--- src/rtl/rgen_apb_register_array.sv ---
// APB register slave: NUM_REGS registers, each RW, RO or W1C, with wait states and IRQ OR-reduce.
// Optional build macro: RGEN_APB_PROT_CHECK_EN rejects unprivileged accesses (i_pprot[0]=0).
module rgen_apb_register_array #(
  parameter int unsigned                    DATA_WIDTH         = 32,
  parameter int unsigned                    HOST_ADDRESS_WIDTH = 16,
  parameter int unsigned                    NUM_REGS           = 8,
  parameter logic [NUM_REGS-1:0]            RO_MASK            = '0,
  parameter logic [NUM_REGS-1:0]            W1C_MASK           = '0,
  parameter logic [NUM_REGS*DATA_WIDTH-1:0] INITIAL_VALUE      = '0,
  parameter int unsigned                    WAIT_CYCLES        = 0
) (
  input  logic                           clk,
  input  logic                           rst_n,
  input  logic [HOST_ADDRESS_WIDTH-1:0]  i_paddr,
  input  logic [2:0]                     i_pprot,
  input  logic                           i_psel,
  input  logic                           i_penable,
  input  logic                           i_pwrite,
  input  logic [DATA_WIDTH-1:0]          i_pwdata,
  input  logic [DATA_WIDTH/8-1:0]        i_pstrb,
  output logic                           o_pready,
  output logic [DATA_WIDTH-1:0]          o_prdata,
  output logic                           o_pslverr,
  output logic [NUM_REGS*DATA_WIDTH-1:0] o_reg_value,
  input  logic [NUM_REGS*DATA_WIDTH-1:0] i_reg_input,
  output logic                           o_irq
);

  localparam int unsigned BYTES    = DATA_WIDTH / 8;
  localparam int unsigned ADDR_LSB = $clog2(BYTES);

  typedef enum logic [1:0] {StIdle, StWait, StDone} state_e;

  state_e state_q, state_d;
  logic [3:0] cnt_q, cnt_d;
  logic complete;

  logic                  pready_q, pready_d;
  logic                  pslverr_q, pslverr_d;
  logic [DATA_WIDTH-1:0] prdata_q, prdata_d;

  logic [NUM_REGS-1:0][DATA_WIDTH-1:0] reg_q, reg_d;

  logic [HOST_ADDRESS_WIDTH-1:0] idx;
  logic [NUM_REGS-1:0]           sel;
  logic [DATA_WIDTH-1:0]         bit_mask;
  logic [DATA_WIDTH-1:0]         rdata;
  logic                          prot_err;
  logic                          err;
  logic                          commit;

  // Byte-lane bits below ADDR_LSB fall out of the shift and are ignored.
  assign idx = i_paddr >> ADDR_LSB;

  always_comb begin
    sel = '0;
    for (int i = 0; i < NUM_REGS; i++) begin
      sel[i] = (idx == HOST_ADDRESS_WIDTH'(i));
    end
  end

  always_comb begin
    bit_mask = '0;
    for (int b = 0; b < BYTES; b++) begin
      bit_mask[b*8 +: 8] = {8{i_pstrb[b]}};
    end
  end

`ifdef RGEN_APB_PROT_CHECK_EN
  assign prot_err = ~i_pprot[0];
`else
  assign prot_err = 1'b0;
`endif

  logic unused_pprot;
  assign unused_pprot = ^i_pprot;

  assign err    = ~|sel | (i_pwrite & |(sel & RO_MASK)) | prot_err;
  assign commit = complete & i_pwrite & ~err;

  // RO registers have no storage; reads see the live hardware input.
  always_comb begin
    rdata = '0;
    for (int i = 0; i < NUM_REGS; i++) begin
      if (sel[i]) begin
        rdata = RO_MASK[i] ? i_reg_input[i*DATA_WIDTH +: DATA_WIDTH] : reg_q[i];
      end
    end
  end

  always_comb begin
    state_d  = state_q;
    cnt_d    = cnt_q;
    complete = 1'b0;
    unique case (state_q)
      StIdle: begin
        if (i_psel && !i_penable) begin
          if (WAIT_CYCLES == 0) begin
            state_d  = StDone;
            complete = 1'b1;
          end else begin
            cnt_d   = 4'(WAIT_CYCLES);
            state_d = StWait;
          end
        end
      end
      StWait: begin
        if (!i_psel) begin
          state_d = StIdle;
          cnt_d   = '0;
        end else if (cnt_q == 4'd1) begin
          state_d  = StDone;
          complete = 1'b1;
          cnt_d    = '0;
        end else begin
          cnt_d = cnt_q - 4'd1;
        end
      end
      StDone:  state_d = StIdle;
      default: state_d = StIdle;
    endcase
  end

  always_comb begin
    pready_d  = complete;
    pslverr_d = complete & err;
    prdata_d  = (complete && !err && !i_pwrite) ? rdata : '0;
  end

  // W1C: the clear is applied before the OR so a simultaneous hardware set wins.
  always_comb begin
    reg_d = reg_q;
    for (int i = 0; i < NUM_REGS; i++) begin
      if (RO_MASK[i]) begin
        reg_d[i] = reg_q[i];
      end else if (W1C_MASK[i]) begin
        if (commit && sel[i]) begin
          reg_d[i] = reg_q[i] & ~(i_pwdata & bit_mask);
        end
        reg_d[i] = reg_d[i] | i_reg_input[i*DATA_WIDTH +: DATA_WIDTH];
      end else if (commit && sel[i]) begin
        reg_d[i] = (reg_q[i] & ~bit_mask) | (i_pwdata & bit_mask);
      end
    end
  end

  always_comb begin
    o_reg_value = '0;
    o_irq       = 1'b0;
    for (int i = 0; i < NUM_REGS; i++) begin
      o_reg_value[i*DATA_WIDTH +: DATA_WIDTH] = RO_MASK[i] ? '0 : reg_q[i];
      if (W1C_MASK[i] && !RO_MASK[i]) begin
        o_irq = o_irq | (|reg_q[i]);
      end
    end
  end

  always_ff @(posedge clk or negedge rst_n) begin
    if (!rst_n) begin
      state_q   <= StIdle;
      cnt_q     <= '0;
      pready_q  <= 1'b0;
      pslverr_q <= 1'b0;
      prdata_q  <= '0;
      reg_q     <= INITIAL_VALUE;
    end else begin
      state_q   <= state_d;
      cnt_q     <= cnt_d;
      pready_q  <= pready_d;
      pslverr_q <= pslverr_d;
      prdata_q  <= prdata_d;
      reg_q     <= reg_d;
    end
  end

  assign o_pready  = pready_q;
  assign o_pslverr = pslverr_q;
  assign o_prdata  = prdata_q;

endmodule

--- config.mk ---
export PLATFORM = sky130hd
export DESIGN_NAME = rgen_apb_register_array
export DESIGN_NICKNAME = d
export VERILOG_FILES = /design/src/rtl/rgen_apb_register_array.sv
export SDC_FILE = /design/constraint.sdc
export NUM_CORES = 1
export LEC_CHECK = 0
export CORE_AREA = 2 2 238 240
export CTS_CLUSTER_DIAMETER = 30
export DETAILED_ROUTE_END_ITERATION = 16
export DIE_AREA = 0 0 240 242
export GPL_TIMING_DRIVEN = 0
export PLACE_DENSITY = 0.62
export SYNTH_ARGS = -nofsm -noshare
export SYNTH_HDL_FRONTEND = slang
export SYNTH_SLANG_ARGS = --single-unit
--- constraint.sdc ---
create_clock -name clk -period 2.5 [get_ports clk]
set_clock_uncertainty 0.2 [all_clocks]
set_input_delay 0.375 -clock clk [delete_from_list [all_inputs] [get_ports clk]]
set_output_delay 0.375 -clock clk [all_outputs]
set_load 0.02 [all_outputs]
==> metrics.txt, run 1 <==
status=finished, final reports clean; cell count after synthesis=993; relative slew slack=44.5%; largest net degree at the start of global routing=116; fin crit share=98.7%; Residual DRC=0; vias in the first global route=11800; Avg WL per Cell=27.2 µm; Worst-Skew Late Latency=0.59 ns; routed via count=11400; PortBufs=342; Total Power=0.0154 W; Final Non-Filler Cells=2293; f_max=405 MHz; synthesis-to-finish area growth=60.6%; Pre-antenna DRT Iters=6; endpoint class of the critical path=register; Least-Margin Pin Slew=0.832 ns; die width=240 µm; Clk pin slew, worst setup/hold paths=0.04 ns; area of the multi-input gates=0.00625 mm²; worst path required time=2.78 ns; flops & latches, synth=291; CP max stage cell=nand4_1; GRT Total Usage=21.3%; Worst setup SP type=input port; Max rail drop VDD=0.000535 V; Register Area=0.00728 mm²; final wirelength=62400 µm; asr flop ratio synth=100%; starting density of the core=24.3%; final hold violation count=0; crit path buf inv count=2; most frequent cells in the layout=333 x clkdlybuf4s50_1, 291 x dfrtp_1, 269 x mux2_2; Pwr Density=707 mW/mm²; TritonCTS Buffers=79; via/cell ratio=4.97; CTS tree=done; number of enable flip-flop cells after synthesis=0; placement row count=87; Final Max Slew Viols=0; Critical Path, Cell by Cell=clkdlybuf4s50_1 > nor2_1 > buf_1 > nand4_1 > or3_1 > a211oi_1; post-layout min period=2.47 ns; top_reg_cell synth=dfrtp_1; Ys Warns=0; Core ar.=0.0557 mm²; most common cell after layout, fill and taps aside=clkdlybuf4s50_1; antenna-violating nets left=0; placed cells=2094; Die Area=0.0581 mm²; Cell Area, Placed=0.0181 mm²; Netlist Area Pre-Place=0.0136 mm²; Post-layout nets=1791; post-detail-place hpwl=42800 µm; clock tree buffer depth=3; clock sinks=291; fin area=0.0218 mm²; Syn Area/Cell=13.7 µm²; leakage=10.0 nW; CP Class=in -> reg; filler instances=5352; TNS Setup=0 ns; Starting DRT DRC Count=803; initial antenna violation count=7; RSZ-0062 raised after global routing=no; H-tree depth=3; GPL Wtd Cong=0.814; Die Ht=242 µm; Yosys cell types=55; Post-Syn Nets=1309; crit path DAT=2.75 ns; global route overflow=0; cell family with most CP delay=simple AND/OR/NAND/NOR gates; first-pass GRT wire length=87000 µm; max incr delay on CP=0.51 ns; I/O pins=607; Finish-stage setup viols=0; sequential area share after synthesis=53.7%; Worst Hold Class=in -> async; layout cells sized above 1=38.8%; crit path max fanout=10; MaxCap Viol Count=0; clock root buffer=clkbuf_16
==> synthesized netlist by cell type, types with 9 or more instances <==
| cell type | instances | area (µm²) |
|---|---|---|
| dfrtp_1 | 291 | 7280 |
| mux2_2 | 270 | 3040 |
| nor2_1 | 50 | 188 |
| clkbuf_1 | 32 | 120 |
| mux2i_1 | 29 | 290 |
| a21oi_1 | 25 | 125 |
| nand2b_1 | 25 | 156 |
| o21ai_0 | 23 | 115 |
| mux4_2 | 20 | 450 |
| buf_2 | 17 | 85.1 |
| nor3_1 | 17 | 85.1 |
| nand2_1 | 16 | 60.1 |
| nor3_2 | 13 | 130 |
| a221oi_1 | 11 | 96.3 |
| a2bb2oi_1 | 11 | 96.3 |
| o32a_1 | 11 | 110 |
| a211oi_1 | 10 | 75.1 |
| nand4_1 | 10 | 62.6 |
| a222oi_1 | 9 | 90.1 |
==> where the power goes <==
part           switching [W]  leakage (nW)  internal (W)
Combinational       0.000476          4.64      0.000209
Sequential        0.00000104          4.07       0.00473
Clock                0.00302          1.30       0.00696
==> worst reg2reg max path, delay by kind of cell, from the launching register on <==
kind / cells / cell delay, ns
flip-flops: 1 / 0.35
AND/OR/NAND/NOR: 4 / 1.00
multiplexers: 1 / 0.37
buffers and inverters: 2 / 0.38
==> final timing paths <==
check	start	end	slack, ns	cells after the start
min reg2reg	register	register	0.32	1
min in group clk	register	register	0.32	1
max reg2reg	state_q[1]	register	0.07	7
max	i_paddr[15]	o_prdata[30]	0.03	6
max in group asynchronous	rst_n	o_prdata[11]	0.84	3
min	rst_n	asynchronous set/reset pin	0.16	2
==> repair_timing <==
action                                  in CTS  in global routing
hold buffers                                 1                  0
endpoints found under the setup margin     288                248
cloned                                       0                  0
gates resized for setup                    102                 26
buffers inserted                            52                  9
pin swaps                                   33                 10
hold endpoints to repair                    70                  0
==> final cells by class <==
class | instances | share of cell area (%)
antenna | 2 | 0.0230
buffer | 54 | 1.76
clock buffer | 98 | 10.1
clock inverter | 43 | 2.16
inverter | 5 | 0.0862
multi-input combinational | 637 | 28.7
sequential | 291 | 33.4
tap | 756 | 4.34
timing repair buffer | 407 | 19.5
==> routing by layer <==
metal | vias up | GRT usage, % | share of wire (%)
met5 | - | 0 | 0.070
met4 | 6 | 7.16 | 2.7
met3 | 103 | 8.25 | 11
met2 | 605 | 31.1 | 43
met1 | 5920 | 28.7 | 44
li1 | 4759 | - | -
==> per-stage QoR <==
| step | worst slack (ns) | hold WS, ns | utilization [%] |
|---|---|---|---|
| floorplan | -0.00379 | -0.121 | - |
| global placement | -11.92 | 0.301 | 32.3 |
| detailed placement | -2.03 | 0.187 | 32.4 |
| CTS | 0.00679 | 0.173 | 38.8 |
| global route | 0.000346 | 0.216 | 39.1 |
| finish | 0.0335 | 0.161 | 39.1 |
==> kinds of logic after synthesis <==
family	after synthesis	synth area share, %
other	1	0.0276
multiplexers	323	28.2
AND/OR/NAND/NOR	188	9.40
buffers and inverters	65	2.04
flip-flops	291	53.7
AO/OA/AOI/OAI	125	6.66
(Power assumes the default switching activity.)
==> run 2, diff against run 1 <==
ABC_AREA = 0   (was default)
SETUP_SLACK_MARGIN = 0.2   (was default)
==> metrics.txt, run 2 (synthesis results as in run 1) <==
final hold violation count=0 (unchanged); Die Area=0.0581 mm² (unchanged); Max rail drop VDD=0.000610 V (was 0.000535 V); Total Power=0.0160 W (was 0.0154 W); Cell Area, Placed=0.0186 mm² (was 0.0181 mm²); status=finished, final reports clean (unchanged); Worst setup SP type=input port (unchanged); CTS tree=done (unchanged); RSZ-0062 raised after global routing=yes (was no); die width=240 µm (unchanged); Residual DRC=0 (unchanged); clock sinks=291 (unchanged); crit path DAT=2.59 ns (was 2.75 ns); PortBufs=342 (unchanged); GPL Wtd Cong=0.806 (was 0.814); pre-CTS setup slack=-1.68 ns (was -2.03 ns); largest net degree at the start of global routing=117 (was 116); Starting DRT DRC Count=793 (was 803); Clk pin slew, worst setup/hold paths=0.05 ns (was 0.04 ns); global route overflow=0 (unchanged); fin crit share=91.9% (was 98.7%); Final Non-Filler Cells=2310 (was 2293); layout cells sized above 1=41.1% (was 38.8%); CP Class=in -> reg (unchanged); endpoint class of the critical path=register (unchanged); clock tree buffer depth=3 (unchanged); Least-Margin Pin Slew=1.03 ns (was 0.832 ns); vias in the first global route=12200 (was 11800); f_max=435 MHz (was 405 MHz); GRT Total Usage=22.4% (was 21.3%); synthesis-to-finish area growth=68.0% (was 60.6%); initial antenna violation count=5 (was 7); via/cell ratio=4.95 (was 4.97); placement row count=87 (unchanged); Post-layout nets=1806 (was 1791); Pre-antenna DRT Iters=6 (unchanged); filler instances=5284 (was 5352); worst setup margin=0.204 ns (was 0.0335 ns); post-layout min period=2.30 ns (was 2.47 ns); Die Ht=242 µm (unchanged); Worst Hold Class=in -> async (unchanged); final wirelength=65300 µm (was 62400 µm); worst path required time=2.79 ns (was 2.78 ns); routed via count=11400 (about the same); Core ar.=0.0557 mm² (unchanged); H-tree depth=3 (unchanged); clock root buffer=clkbuf_16 (unchanged); first-pass GRT wire length=91800 µm (was 87000 µm); Worst-Skew Late Latency=0.62 ns (was 0.59 ns); fin area=0.0228 mm² (was 0.0218 mm²); Pwr Density=702 mW/mm² (was 707 mW/mm²); post-detail-place hpwl=44000 µm (was 42800 µm); relative slew slack=31.2% (was 44.5%); most common cell after layout, fill and taps aside=clkdlybuf4s50_1 (unchanged); starting density of the core=24.3% (unchanged); Finish-stage setup viols=0 (unchanged); MaxCap Viol Count=0 (unchanged); Avg WL per Cell=28.3 µm (was 27.2 µm); crit path max fanout=10 (unchanged); Final Max Slew Viols=0 (unchanged); placed cells=2094 (unchanged); TritonCTS Buffers=77 (was 79); leakage=10.8 nW (was 10.0 nW); most frequent cells in the layout=298 x clkdlybuf4s50_1, 291 x dfrtp_1, 190 x mux2_2 (was 333 x clkdlybuf4s50_1, 291 x dfrtp_1, 269 x mux2_2); antenna-violating nets left=0 (unchanged); TNS Setup=0 ns (unchanged); I/O pins=607 (unchanged)
==> run 2: final cells by class <==
type                    count  area [µm²]  share of cell area, %
plain buffers              59         561                   2.46
clock buffers             102        2180                   9.57
multi-input cells         637        6690                   29.3
flip-flops and latches    291        7280                   31.9
repair buffers            419        4480                   19.6
inverters                   5        18.8                 0.0823
clock inverters            40         639                   2.80
diodes                      1        2.50                 0.0110
well taps                 756         946                   4.15
==> run 2: repair_timing <==
| item | in CTS | in global routing |
|---|---|---|
| hold buffers | 1 | 0 |
| setup endpoints to repair | 295 | 278 |
| resized for setup | 103 | 73 |
| setup buffers | 68 | 4 |
| hold endpoints to repair | 63 | 0 |
| cloned | 1 | 0 |
| pin swaps | 40 | 3 |
==> run 2: final timing paths <==
kind,startpoint,endpoint,slack (ns),cells after the start
min reg2reg,register,register,0.32,1
min in group clk,i_psel,state_q[1],0.20,3
max reg2reg,state_q[1],register,0.35,8
max in group asynchronous,rst_n,asynchronous set/reset pin,0.92,3
min,rst_n,asynchronous set/reset pin,0.10,2
max,i_paddr[3],o_prdata[25],0.20,7
==> run 2: worst max-delay path, stage by stage <==
cell and delay (ns):
clkbuf_8 0.14, clkbuf_2 0.31, clkdlybuf4s15_2 0.57, buf_2 0.53, mux4_2 0.39, nor2_1 0.18
nor3_4 0.06
==> run 2: through the flow <==
| step | util, % | hold slack [ns] |
|---|---|---|
| 2_1_floorplan | - | -0.121 |
| 3_3_place_gp | 33.3 | 0.308 |
| 3_5_place_dp | 33.4 | 0.165 |
| 4_1_cts | 40.6 | 0.107 |
| 5_1_grt | 40.9 | 0.139 |
| 6_report | 40.9 | 0.102 |
==> run 2: per-layer routing <==
layer | part of all wire, % | global-route usage, % | up-vias
li1 | - | - | 4781
met1 | 42 | 29.2 | 5907
met2 | 43 | 32.8 | 614
met3 | 12 | 10.1 | 136
met4 | 2.9 | 7.20 | 6
met5 | 0.074 | 0 | -
==> run 2: where the power goes <==
group          switching [W]  internal (W)
combinational       0.000492      0.000221
sequential        0.00000153       0.00473
clock                0.00318       0.00739
total                0.00367        0.0123
